### config.mk
export PLATFORM = sky130hd
export DESIGN_NAME = updown_mod_counter
export DESIGN_NICKNAME = d
export VERILOG_FILES = /design/src/rtl/counter_pkg.sv /design/src/rtl/updown_next_state.sv /design/src/rtl/updown_mod_counter.sv
export SDC_FILE = /design/constraint.sdc
export NUM_CORES = 1
export LEC_CHECK = 0
export ABC_AREA = 1
export ABC_CLOCK_PERIOD_IN_PS = 1450
export CORE_MARGIN = 5
export CORE_UTILIZATION = 45
export CTS_CLUSTER_SIZE = 12
export DETAILED_ROUTE_END_ITERATION = 12
export DONT_BUFFER_PORTS = 1
export HOLD_SLACK_MARGIN = 0.15
export SKIP_LAST_GASP = 1
export SYNTH_ARGS = -nofsm -noshare
export SYNTH_HDL_FRONTEND = slang
export SYNTH_SLANG_ARGS = --single-unit
### constraint.sdc
create_clock -name clock -period 1.45 [get_ports clock]
set_input_delay 0.435 -clock clock [delete_from_list [all_inputs] [get_ports clock]]
set_output_delay 0.435 -clock clock [all_outputs]
set_load 0.02 [all_outputs]
### src/rtl/counter_pkg.sv
`default_nettype none
// ============================================================================
//  Module      : counter_pkg
//  Description : Shared constants for the up/down modulo counter family.
//  Revision    : 1.0 - initial release
// ============================================================================
package counter_pkg;

    localparam logic MODE_WRAP = 1'b0;
    localparam logic MODE_SAT  = 1'b1;

endpackage : counter_pkg
`default_nettype wire

### src/rtl/updown_next_state.sv
`default_nettype none
// ============================================================================
//  Module      : updown_next_state
//  Description : Combinational next-count and event logic for the modulo counter.
//  Revision    : 1.0 - initial release
// ============================================================================
module updown_next_state
    import counter_pkg::*;
#(
    parameter int WIDTH   = 4,
    parameter int MODULUS = 10
) (
    input  logic [WIDTH-1:0] count,
    input  logic             en,
    input  logic             up,
    input  logic             sat_mode,
    input  logic             load,
    input  logic [WIDTH-1:0] load_val,
    output logic [WIDTH-1:0] next_count,
    output logic             carry_n,
    output logic             borrow_n,
    output logic             sat_n
);

    localparam logic [WIDTH-1:0] C_MAX = WIDTH'(MODULUS - 1);

    always_comb begin
        next_count = count;
        carry_n    = 1'b0;
        borrow_n   = 1'b0;
        sat_n      = 1'b0;
        if (load) begin
            // Out-of-range loads clamp to the top state without any event.
            next_count = (load_val > C_MAX) ? C_MAX : load_val;
        end else if (en) begin
            if (up) begin
                if (count < C_MAX) begin
                    next_count = count + WIDTH'(1);
                end else if (sat_mode == MODE_SAT) begin
                    sat_n = 1'b1;
                end else begin
                    next_count = '0;
                    carry_n    = 1'b1;
                end
            end else begin
                if (count != '0) begin
                    next_count = count - WIDTH'(1);
                end else if (sat_mode == MODE_SAT) begin
                    sat_n = 1'b1;
                end else begin
                    next_count = C_MAX;
                    borrow_n   = 1'b1;
                end
            end
        end
    end

endmodule : updown_next_state
`default_nettype wire

### src/rtl/updown_mod_counter.sv
`default_nettype none
// ============================================================================
//  Module      : updown_mod_counter
//  Description : Registered up/down modulo counter with Gray output and event pulses.
//  Revision    : 1.0 - initial release
// ============================================================================
module updown_mod_counter
    import counter_pkg::*;
#(
    parameter int WIDTH   = 4,
    parameter int MODULUS = 10
) (
    input  logic             clock,
    input  logic             reset,
    input  logic             en,
    input  logic             up,
    input  logic             sat_mode,
    input  logic             load,
    input  logic [WIDTH-1:0] load_val,
    output logic [WIDTH-1:0] count,
    output logic [WIDTH-1:0] gray,
    output logic             at_max,
    output logic             at_min,
    output logic             carry,
    output logic             borrow,
    output logic             sat_hit
);

    localparam logic [WIDTH-1:0] C_MAX = WIDTH'(MODULUS - 1);

    generate
        if (MODULUS < 2 || MODULUS > (2 ** WIDTH)) begin : g_bad_modulus
            $error("updown_mod_counter: MODULUS must satisfy 2 <= MODULUS <= 2**WIDTH");
        end
    endgenerate

    logic [WIDTH-1:0] w_next_count;
    logic             w_carry_n;
    logic             w_borrow_n;
    logic             w_sat_n;
    logic [WIDTH-1:0] r_count;
    logic [WIDTH-1:0] r_gray;
    logic             r_carry;
    logic             r_borrow;
    logic             r_sat_hit;

    updown_next_state #(
        .WIDTH   (WIDTH),
        .MODULUS (MODULUS)
    ) u_next_state (
        .count      (r_count),
        .en         (en),
        .up         (up),
        .sat_mode   (sat_mode),
        .load       (load),
        .load_val   (load_val),
        .next_count (w_next_count),
        .carry_n    (w_carry_n),
        .borrow_n   (w_borrow_n),
        .sat_n      (w_sat_n)
    );

    // Gray is encoded from the next count so it lands on the same edge as count.
    always_ff @(posedge clock or posedge reset) begin
        if (reset) begin
            r_count   <= '0;
            r_gray    <= '0;
            r_carry   <= 1'b0;
            r_borrow  <= 1'b0;
            r_sat_hit <= 1'b0;
        end else begin
            r_count   <= w_next_count;
            r_gray    <= w_next_count ^ (w_next_count >> 1);
            r_carry   <= w_carry_n;
            r_borrow  <= w_borrow_n;
            r_sat_hit <= w_sat_n;
        end
    end

    assign count   = r_count;
    assign gray    = r_gray;
    assign carry   = r_carry;
    assign borrow  = r_borrow;
    assign sat_hit = r_sat_hit;
    assign at_max  = (r_count == C_MAX);
    assign at_min  = (r_count == '0);

endmodule : updown_mod_counter
`default_nettype wire

After elaboration in Yosys (flattened, before gate mapping)

Index checks and enable logic that the tools add are counted.

Bitwise operators: 1
Mux-type cells: 23
Magnitude comparators: 2
Eq/ne operators: 1
$mul: 0
Shifts and indexed selects: 0
Reductions and logical operators: 2
Add/sub/neg operators: 2
Div/mod/pow operators: 0

Operator list:

| cell                                                                | number |
|---|---|
| 4-bit two-way mux                                                   | 8 |
| 1-bit two-way mux                                                   | 15 |
| 4-bit by 1-bit adder with 4-bit output (second input constant)      | 1 |
| 4-bit == test (second input constant)                               | 1 |
| 4-bit > comparator (second input constant)                          | 1 |
| 4-bit zero test                                                     | 1 |
| 4-bit less-than comparator (second input constant)                  | 1 |
| 4-bit nonzero test                                                  | 1 |
| 4-bit by 1-bit subtractor with 4-bit output (second input constant) | 1 |
| 4-bit by 3-bit XOR with 4-bit output                                | 1 |

RAM bits: 0
Memory bits (read-only): 0
Memories: 0
Output and inout bits: 13
Bits in latches: 0
Input bits: 10
Register bits after elaboration: 11

Depth between registers and ports, before layout

Gate-level depths: netlist (run 1).

Depth after elaboration: 6
Depth in mapped cells: 13

By module

A second synthesis (run 1) with hierarchy kept.

Cells, all modules: 120
Area, all modules: 775.7 um2

By module, submodules not included:

| module             | sequential area each (um2) | area an instance (um2) | cells each | instances |
|---|---|---|---|---|
| updown_next_state  | 0.0                        | 431.7                  | 86         | 1 |
| updown_mod_counter | 250.2                      | 344.1                  | 34         | 1 |

Worst setup path before layout (run 1)

No wires, ideal clock.

Path kind: register -> register
From: register r_count[0] (netlist: count[0])
To: register r_gray[0] (netlist: gray[0])
Cell stages (with the launch flop): 12
Setup slack: -0.289 ns
Library setup time: 0.116 ns
Data arrival time: 1.622 ns
Path through: dfrtp_1 inv_1 ha_1 nand2_4 nor2_4 nand3_1 nand4_1 nand2_1 nand2_1 nand2_2 nand2_1 nand2_1

Word-level cells in the longest chain between the ends: 6

Ends and longest elaborated chain:

| what                                                                | line                                             | RTL |
|---|---|---|
| from (decl)                                                         | updown_mod_counter.sv:41                         | `logic [WIDTH-1:0] r_count;` |
| from (signal assigned)                                              | updown_mod_counter.sv:72                         | `r_count <= w_next_count;` |
| 4-bit by 1-bit subtractor with 4-bit output (tied with other cells) | updown_next_state.sv:47                          | `next_count = count - WIDTH'(1);` |
| 4-bit two-way mux, on equally long branches                         | updown_next_state.sv:46, updown_next_state.sv:37 |  |
| 4-bit two-way mux                                                   | updown_next_state.sv:36                          | `if (up) begin` |
| 4-bit two-way mux (*)                                               | updown_next_state.sv:35                          | `end else if (en) begin` |
| 4-bit two-way mux (*)                                               | updown_next_state.sv:32                          | `if (load) begin` |
| via u_next_state.next_count[0]                                      | updown_next_state.sv:19                          | `output logic [WIDTH-1:0] next_count,` |
| 4-bit by 3-bit XOR with 4-bit output (*)                            | updown_mod_counter.sv:73                         | `r_gray <= w_next_count ^ (w_next_count >> 1);` |
| to (signal assigned)                                                | updown_mod_counter.sv:73                         |  |
| to (decl)                                                           | updown_mod_counter.sv:42                         | `logic [WIDTH-1:0] r_gray;` |

The timed path passes the listed nets; every way through them passes the cells marked *.

Final worst setup path (run 1)

From: register r_count[0] (netlist: count[0])
To: register r_gray[2] (netlist: gray[2])

Word-level cells in the longest chain between the ends: 6

Ends and longest elaborated chain:

| what                                                                | line |
|---|---|
| 4-bit by 1-bit subtractor with 4-bit output (tied with other cells) | updown_next_state.sv:47 |
| 4-bit two-way mux, on equally long branches                         | updown_next_state.sv:46, updown_next_state.sv:37 |
| 4-bit two-way mux (*)                                               | updown_next_state.sv:36 |
| 4-bit two-way mux (*)                                               | updown_next_state.sv:35 |
| 4-bit two-way mux (*)                                               | updown_next_state.sv:32 |
| via u_next_state.next_count[3]                                      | updown_next_state.sv:19 |
| 4-bit by 3-bit XOR with 4-bit output (*)                            | updown_mod_counter.sv:73 |

Marked as above.

==> results of run 1 <==
-- per-layer routing --
layer	vias to the layer above	track usage	wire length, µm
met5	-	0	0
met4	0	0.0961	102
met3	10	0.0583	164
met2	31	0.292	1090
met1	367	0.180	811
li1	399	-	-
-- power by group --
part           switching, mW  internal (mW)
logic                  0.262          0.235
registers             0.0522          0.313
clock network         0.0938          0.152
-- worst max-delay path, cell delays in order (launching register included) --
cell and delay (ps):
dfrtp_2 390, inv_2 60, ha_4 160, buf_4 140, buf_6 120, nand3_1 80, nand3_1 110, nand2_1 110
nand3_2 100, nand3_4 80, nand2_2 60, nand2_1 60, nand2_1 60
-- cells by family after synthesis --
family | after synthesis | synth area share
fa+ha+maj | 3 | 0.0489
flops | 10 | 0.326
xor+xnor | 1 | 0.0114
compound gates | 8 | 0.0684
buf+inv | 20 | 0.117
simple gates | 66 | 0.428
-- layout make-up --
class	count	area share
repair buffers	27	0.205
multi-input cells	78	0.457
well taps	17	0.0191
inverters	16	0.0563
clock buffers	4	0.0327
flip-flops and latches	10	0.230
-- registers in the layout, indices dropped and copies added (netlist names) --
name,count
carry,1
gray,3
borrow,1
sat_hit,1
count,4
-- worst max-delay path by stage --
stage              end  slack [ps]  depth (start not counted)
2_1_floorplan  gray[0]        -140                         11
3_3_place_gp    at_min         -50                          5
3_5_place_dp   gray[0]         -80                         10
4_1_cts         at_min        -180                          5
5_1_grt        gray[2]        -270                         12
6_report       gray[2]        -190                         12
-- cells in the mapped netlist --
library cell  number
o21ai_1            1
nand2_1           29
a21oi_2            1
nor2_1             3
a21oi_1            3
nor2_2             2
and3_2             1
inv_1             13
o31ai_1            1
nand3_2            1
dfrtp_1           10
nor3_1             2
nand2_2            4
nand3b_1           1
clkbuf_1           1
nor2_4             1
ha_1               3
xnor2_1            1
nand2_4            2
buf_4              2
o21ai_0            1
nand4_1            2
inv_2              3
o21bai_2           1
nand3_1           18
buf_6              1
-- metrics by stage --
stage | utilization | instances
2_1_floorplan | - | 108
3_3_place_gp | 0.538 | 136
3_5_place_dp | 0.538 | 136
4_1_cts | 0.610 | 147
5_1_grt | 0.665 | 152
6_report | 0.665 | 152
-- repair_timing --
item,CTS,global route
hold buffers,1,0
gates cloned,0,0
hold endpoints to repair,10,0
buffers inserted,6,5
resized for setup,8,12
setup endpoints to repair,8,12
pin swaps,5,13
==> summary.md, run 1 <==
| Metric | Value |
|---|---|
| R2r setup slk | `-190 ps` |
| Pin count of the biggest net entering global routing | `11` |
| Via density | `5.31` |
| Worst hold-check path type | `in2reg` |
| Yosys top cell by area | `dfrtp_1` |
| Maximum vdd drop | `671 µV` |
| First-pass iteration count of the detailed router | `4` |
| ANT nets after route | `0` |
| Worst setup margin | `-190 ps` |
| N_diodes | `0` |
| Worst hold margin | `233 ps` |
| Multi-input gate area | `508 µm²` |
| Worst slew pin tran | `385 ps` |
| Setup Viol. Count Final | `7` |
| Unrepaired setup endpoints after global routing | `yes` |
| Register area | `255 µm²` |
| Critical Path Start Type | `flip-flop` |
| Hold Startpoint | `sat_mode` |
| WL final | `2170 µm` |
| Hold path cells | `1` |
| TNS Setup | `-1010 ps` |
| Fmax | `610 MHz` |
| FP Rows | `15` |
| Mapped Cells | `108` |
| Num ports | `23` |
| Synth Cell Area | `768 µm²` |
| Post-synthesis net count | `121` |
| P&R area growth vs syn | `44.6%` |
| Final Power | `1.11 mW` |
| Clock skew | `1.23 ps` |
| Final Cycle Share | `1.13` |
| Placed instance area | `898 µm²` |
| Initial Utilization | `0.460` |
| Die area | `2630 µm²` |
| IO buf count | `0` |
| Core Area | `1670 µm²` |
| CP arrival | `1800 ps` |
| P per Cell Area | `997 nW/µm²` |
| Number of global-route vias before repair | `792` |
| Via count | `807` |
| Register clock-pin slew on the reported worst setup and hold paths | `60 ps` |
| Tot GR Track Use | `0.170` |
| Filler cell count | `133` |
| Dominant cells by area after synthesis | `dfrtp_1 33%, nand2_1 14%, nand3_1 12%` |
| Ratio of cells with drive above 1 in the final layout | `0.467` |
| Overflow after GRT | `0` |
| Slew Viols, Final | `0` |
| Seq/Total Area, Yosys | `0.326` |
| CTS tree | `done` |
| Avg Inst Size Synth | `7.11 µm²` |
| Maximum capacitance violations | `0` |
| Worst Path Max Fanout | `3` |
| Crit. End Element | `flip-flop` |
| Hpwl dp | `1540 µm` |
| Pre-CTS setup slack | `-79.1 ps` |
| Post-synth cell types | `26` |
| Share of the synthesized area in the top cell type | `0.326` |
| Placer Congestion | `0.881` |
| Clk Tree Root Cell | `clkbuf_4` |
| Die W | `51.3 µm` |
| Critical path startpoint | `count[0]` |
| #FFs+latches synth | `10` |
| Die Height | `51.3 µm` |
| Finished Cell Area | `1110 µm²` |
| Most frequent cells in the layout | `28 x nand2_1, 20 x buf_4, 13 x nand3_1` |
| Worst R2R Path Depth | `12` |
| WP data required | `1600 ps` |
| Capture point of the worst reg-to-reg path | `gray[2]` |
| CTS H-tree depth | `1` |
| Most common cell after layout, fill and taps aside | `nand2_1` |
| Fin. Hold Viols | `0` |
| Fin crit period | `1640 ps` |
| Status | `finished, violations left` |
| Worst r2r src | `count[0]` |
| Violated checks | `negative setup slack` |
| CP Class | `reg2reg` |
| Cts bufs inserted | `3` |
| Starting DRT DRC Count | `21` |
| Average wire per standard cell | `14.3 µm` |
| Clk_lat worst skew | `260 ps` |
| Global-route wire length before repair | `3300 µm` |
| Clk buf depth | `2` |
| Sink Count | `10` |
| DRC errors left | `0` |
| Worst Hold End | `borrow` |
| Initial antenna violation count | `0` |
| P_leak | `0.569 nW` |
| Nets@finish | `149` |
| Max_slew headroom | `0.741` |
| Ys Warns | `0` |
Power figures use the tool's default switching activity.
==> inputs of run 2 (changes only) <==
- CORE_UTILIZATION: 45 -> 41
- DONT_BUFFER_PORTS: 1 -> unset
- PLACE_DENSITY: unset -> 0.74
- SLEW_MARGIN: unset -> 20
==> summary.md, run 2 (same netlist as run 1, synthesis figures left out) <==
| Metric | Value |
|---|---|
| Worst setup margin | `-177 ps (+13.3 ps)` |
| Critical Path Start Type | `flip-flop` |
| Pin count of the biggest net entering global routing | `11 (unchanged)` |
| Register area | `253 µm² (-0.98%)` |
| WL final | `2280 µm (+4.8%)` |
| Die W | `53.3 µm (+3.8%)` |
| Overflow after GRT | `0 (unchanged)` |
| Maximum vdd drop | `660 µV (-1.7%)` |
| Sink Count | `10 (unchanged)` |
| Status | `finished, violations left` |
| Critical path's top delay family | `flip-flops` |
| Most frequent cells in the layout | `27 x nand2_1, 25 x buf_4, 14 x nand3_1` |
| Via count | `897 (+11%)` |
| Global-route wire length before repair | `3620 µm (+9.6%)` |
| Max FFs per register | `4 (unchanged)` |
| Placer Congestion | `0.919 (+4.4%)` |
| CTS H-tree depth | `1 (unchanged)` |
| TNS Setup | `-788 ps (+223 ps)` |
| Internal Power | `721 µW (+3.1%)` |
| N_diodes | `0 (unchanged)` |
| IO buf count | `22 (+22)` |
| Via density | `4.96 (-6.7%)` |
| Core Area | `1750 µm² (+4.5%)` |
| Clk buf depth | `2 (unchanged)` |
| Die area | `2840 µm² (+7.8%)` |
| Sw Ratio | `0.368 (about the same)` |
| Max_slew headroom | `0.739 (-0.00191)` |
| Setup Viol. Count Final | `8 (+1)` |
| Finished Layout Cells | `181 (+19%)` |
| P_leak | `0.671 nW (+18%)` |
| Logic pwr share | `0.493 (+0.045)` |
| Final Cycle Share | `1.12 (-0.00917)` |
| Register clock-pin slew on the reported worst setup and hold paths | `70 ps (about the same)` |
| Nets@finish | `170 (+14%)` |
| Clk Tree Root Cell | `clkbuf_4` |
| Slowest-stage cell, CP | `dfrtp_2` |
| NetSw | `421 µW (+3.1%)` |
| First-pass iteration count of the detailed router | `4 (unchanged)` |
| Worst hold margin | `444 ps (+211 ps)` |
| Placed instance area | `1190 µm² (+32%)` |
| Die Height | `53.3 µm (+3.8%)` |
| Final Power | `1.14 mW (+3.1%)` |
| Clock skew | `5.39 ps (+4.16 ps)` |
| Hold Buf Count CTS | `0 (-1)` |
| Hpwl dp | `1820 µm (+18%)` |
| CP peak stage delay | `440 ps (+50 ps)` |
| Fin. Hold Viols | `0 (unchanged)` |
| Worst slew pin tran | `391 ps (+5.73 ps)` |
| Num ports | `23 (unchanged)` |
| Average wire per standard cell | `12.6 µm (-12%)` |
| Slew Viols, Final | `0 (unchanged)` |
| Worst Path Max Fanout | `4 (+1)` |
| P&R area growth vs syn | `67.3%` |
| Clk_lat worst skew | `260 ps (about the same)` |
| Tot GR Track Use | `0.175 (+0.00503)` |
| Pre-CTS setup slack | `-367 ps (-288 ps)` |
| WP data required | `1020 ps (-580 ps)` |
| Clock network fraction of total power | `0.219 (-0.003)` |
| DRC errors left | `0 (unchanged)` |
| P per Cell Area | `889 nW/µm² (-11%)` |
| Flop pwr share | `0.288 (-0.042)` |
| CP Class | `reg2out` |
| Worst Path Buf+Inv | `2 (-1)` |
| Worst hold-check path type | `in2async` |
| Finished Cell Area | `1280 µm² (+16%)` |
| Starting DRT DRC Count | `12 (-43%)` |
| Cts bufs inserted | `3 (unchanged)` |
| Unrepaired setup endpoints after global routing | `yes` |
| Initial Utilization | `0.440 (-0.0198)` |
| Ratio of cells with drive above 1 in the final layout | `0.436 (-0.0308)` |
| Multi-input gate area | `503 µm² (-0.99%)` |
| Fmax | `615 MHz (+0.82%)` |
| Crit. End Element | `primary output` |
| CTS tree | `done` |
| Initial antenna violation count | `0 (unchanged)` |
| Most common cell after layout, fill and taps aside | `nand2_1` |
| Worst path cell trace | `inv_2 > ha_4 > nand2_4 > nor2_4 > buf_6` |
| Number of global-route vias before repair | `890 (+12%)` |
| Inst Count DP | `174 (+28%)` |
| FP Rows | `15 (unchanged)` |
| Fin crit period | `1630 ps (-13.3 ps)` |
| Filler cell count | `146 (+9.8%)` |
| ANT nets after route | `0 (unchanged)` |
| Violated checks | `negative setup slack` |
| Final Util | `0.736 (+0.0710)` |
| Maximum capacitance violations | `0 (unchanged)` |
| CP arrival | `1190 ps (-610 ps)` |
[run 2: cell count changes in the layout (fill, tap and decap cells not counted), sizes merged]
| cell | before | now |
|---|---|---|
| dlygate4sd3 | 1 | 0 |
| buf | 26 | 32 |
| clkdlybuf4s50 | 0 | 9 |
| dlygate4sd2 | 0 | 7 |
[run 2: worst paths after layout]
check / start / to / slack [ps] / depth (start not counted)
worst min-delay path: reset / carry / 440 / 2
worst max-delay path: count[0] / at_min / -180 / 5
min in group clock: count[1] / count[1] / 780 / 3
worst min register to register: count[1] / count[1] / 780 / 3
max in group asynchronous: reset / count[1] / 700 / 2
worst max register to register: count[0] / gray[1] / -110 / 11
[run 2: per-layer routing]
layer | track usage | up-vias | wire length [µm]
met1 | 0.177 | 420 | 869
met5 | 0 | - | 0
met2 | 0.337 | 29 | 1260
li1 | - | 442 | -
met3 | 0.0310 | 6 | 107
met4 | 0.0809 | 0 | 43
[run 2: what timing repair did]
item	CTS	global route
hold endpoints to repair	0	0
endpoints found under the setup margin	17	15
resized for setup	38	12
buffers inserted	1	2
pin swaps	3	6
[run 2: area by class of cell]
class                      count  share of cell area
sequential                    10               0.197
tap                           25              0.0243
multi-input combinational     78               0.391
timing repair buffer          48               0.311
inverter                      16              0.0487
clock buffer                   4              0.0282
[run 2: worst register-to-register path, cell delays in order (launching register included)]
cell,delay [ps]
dfrtp_2,440
inv_2,80
ha_4,140
nand2_4,50
nor2_4,90
buf_4,150
o21ai_2,60
a21oi_2,200
nor2_2,70
nor2_2,100
nand2_1,60
nand2_1,60
[run 2: power by group through the flow]
stage               Combinational, mW  Sequential (mW)  Clock (mW)
finish                          0.563            0.329       0.250
global route                    0.611            0.332       0.270
CTS                             0.528            0.328       0.254
detailed placement              0.538            0.331           0
global placement                0.526            0.330           0
floorplan                       0.254            0.382           0
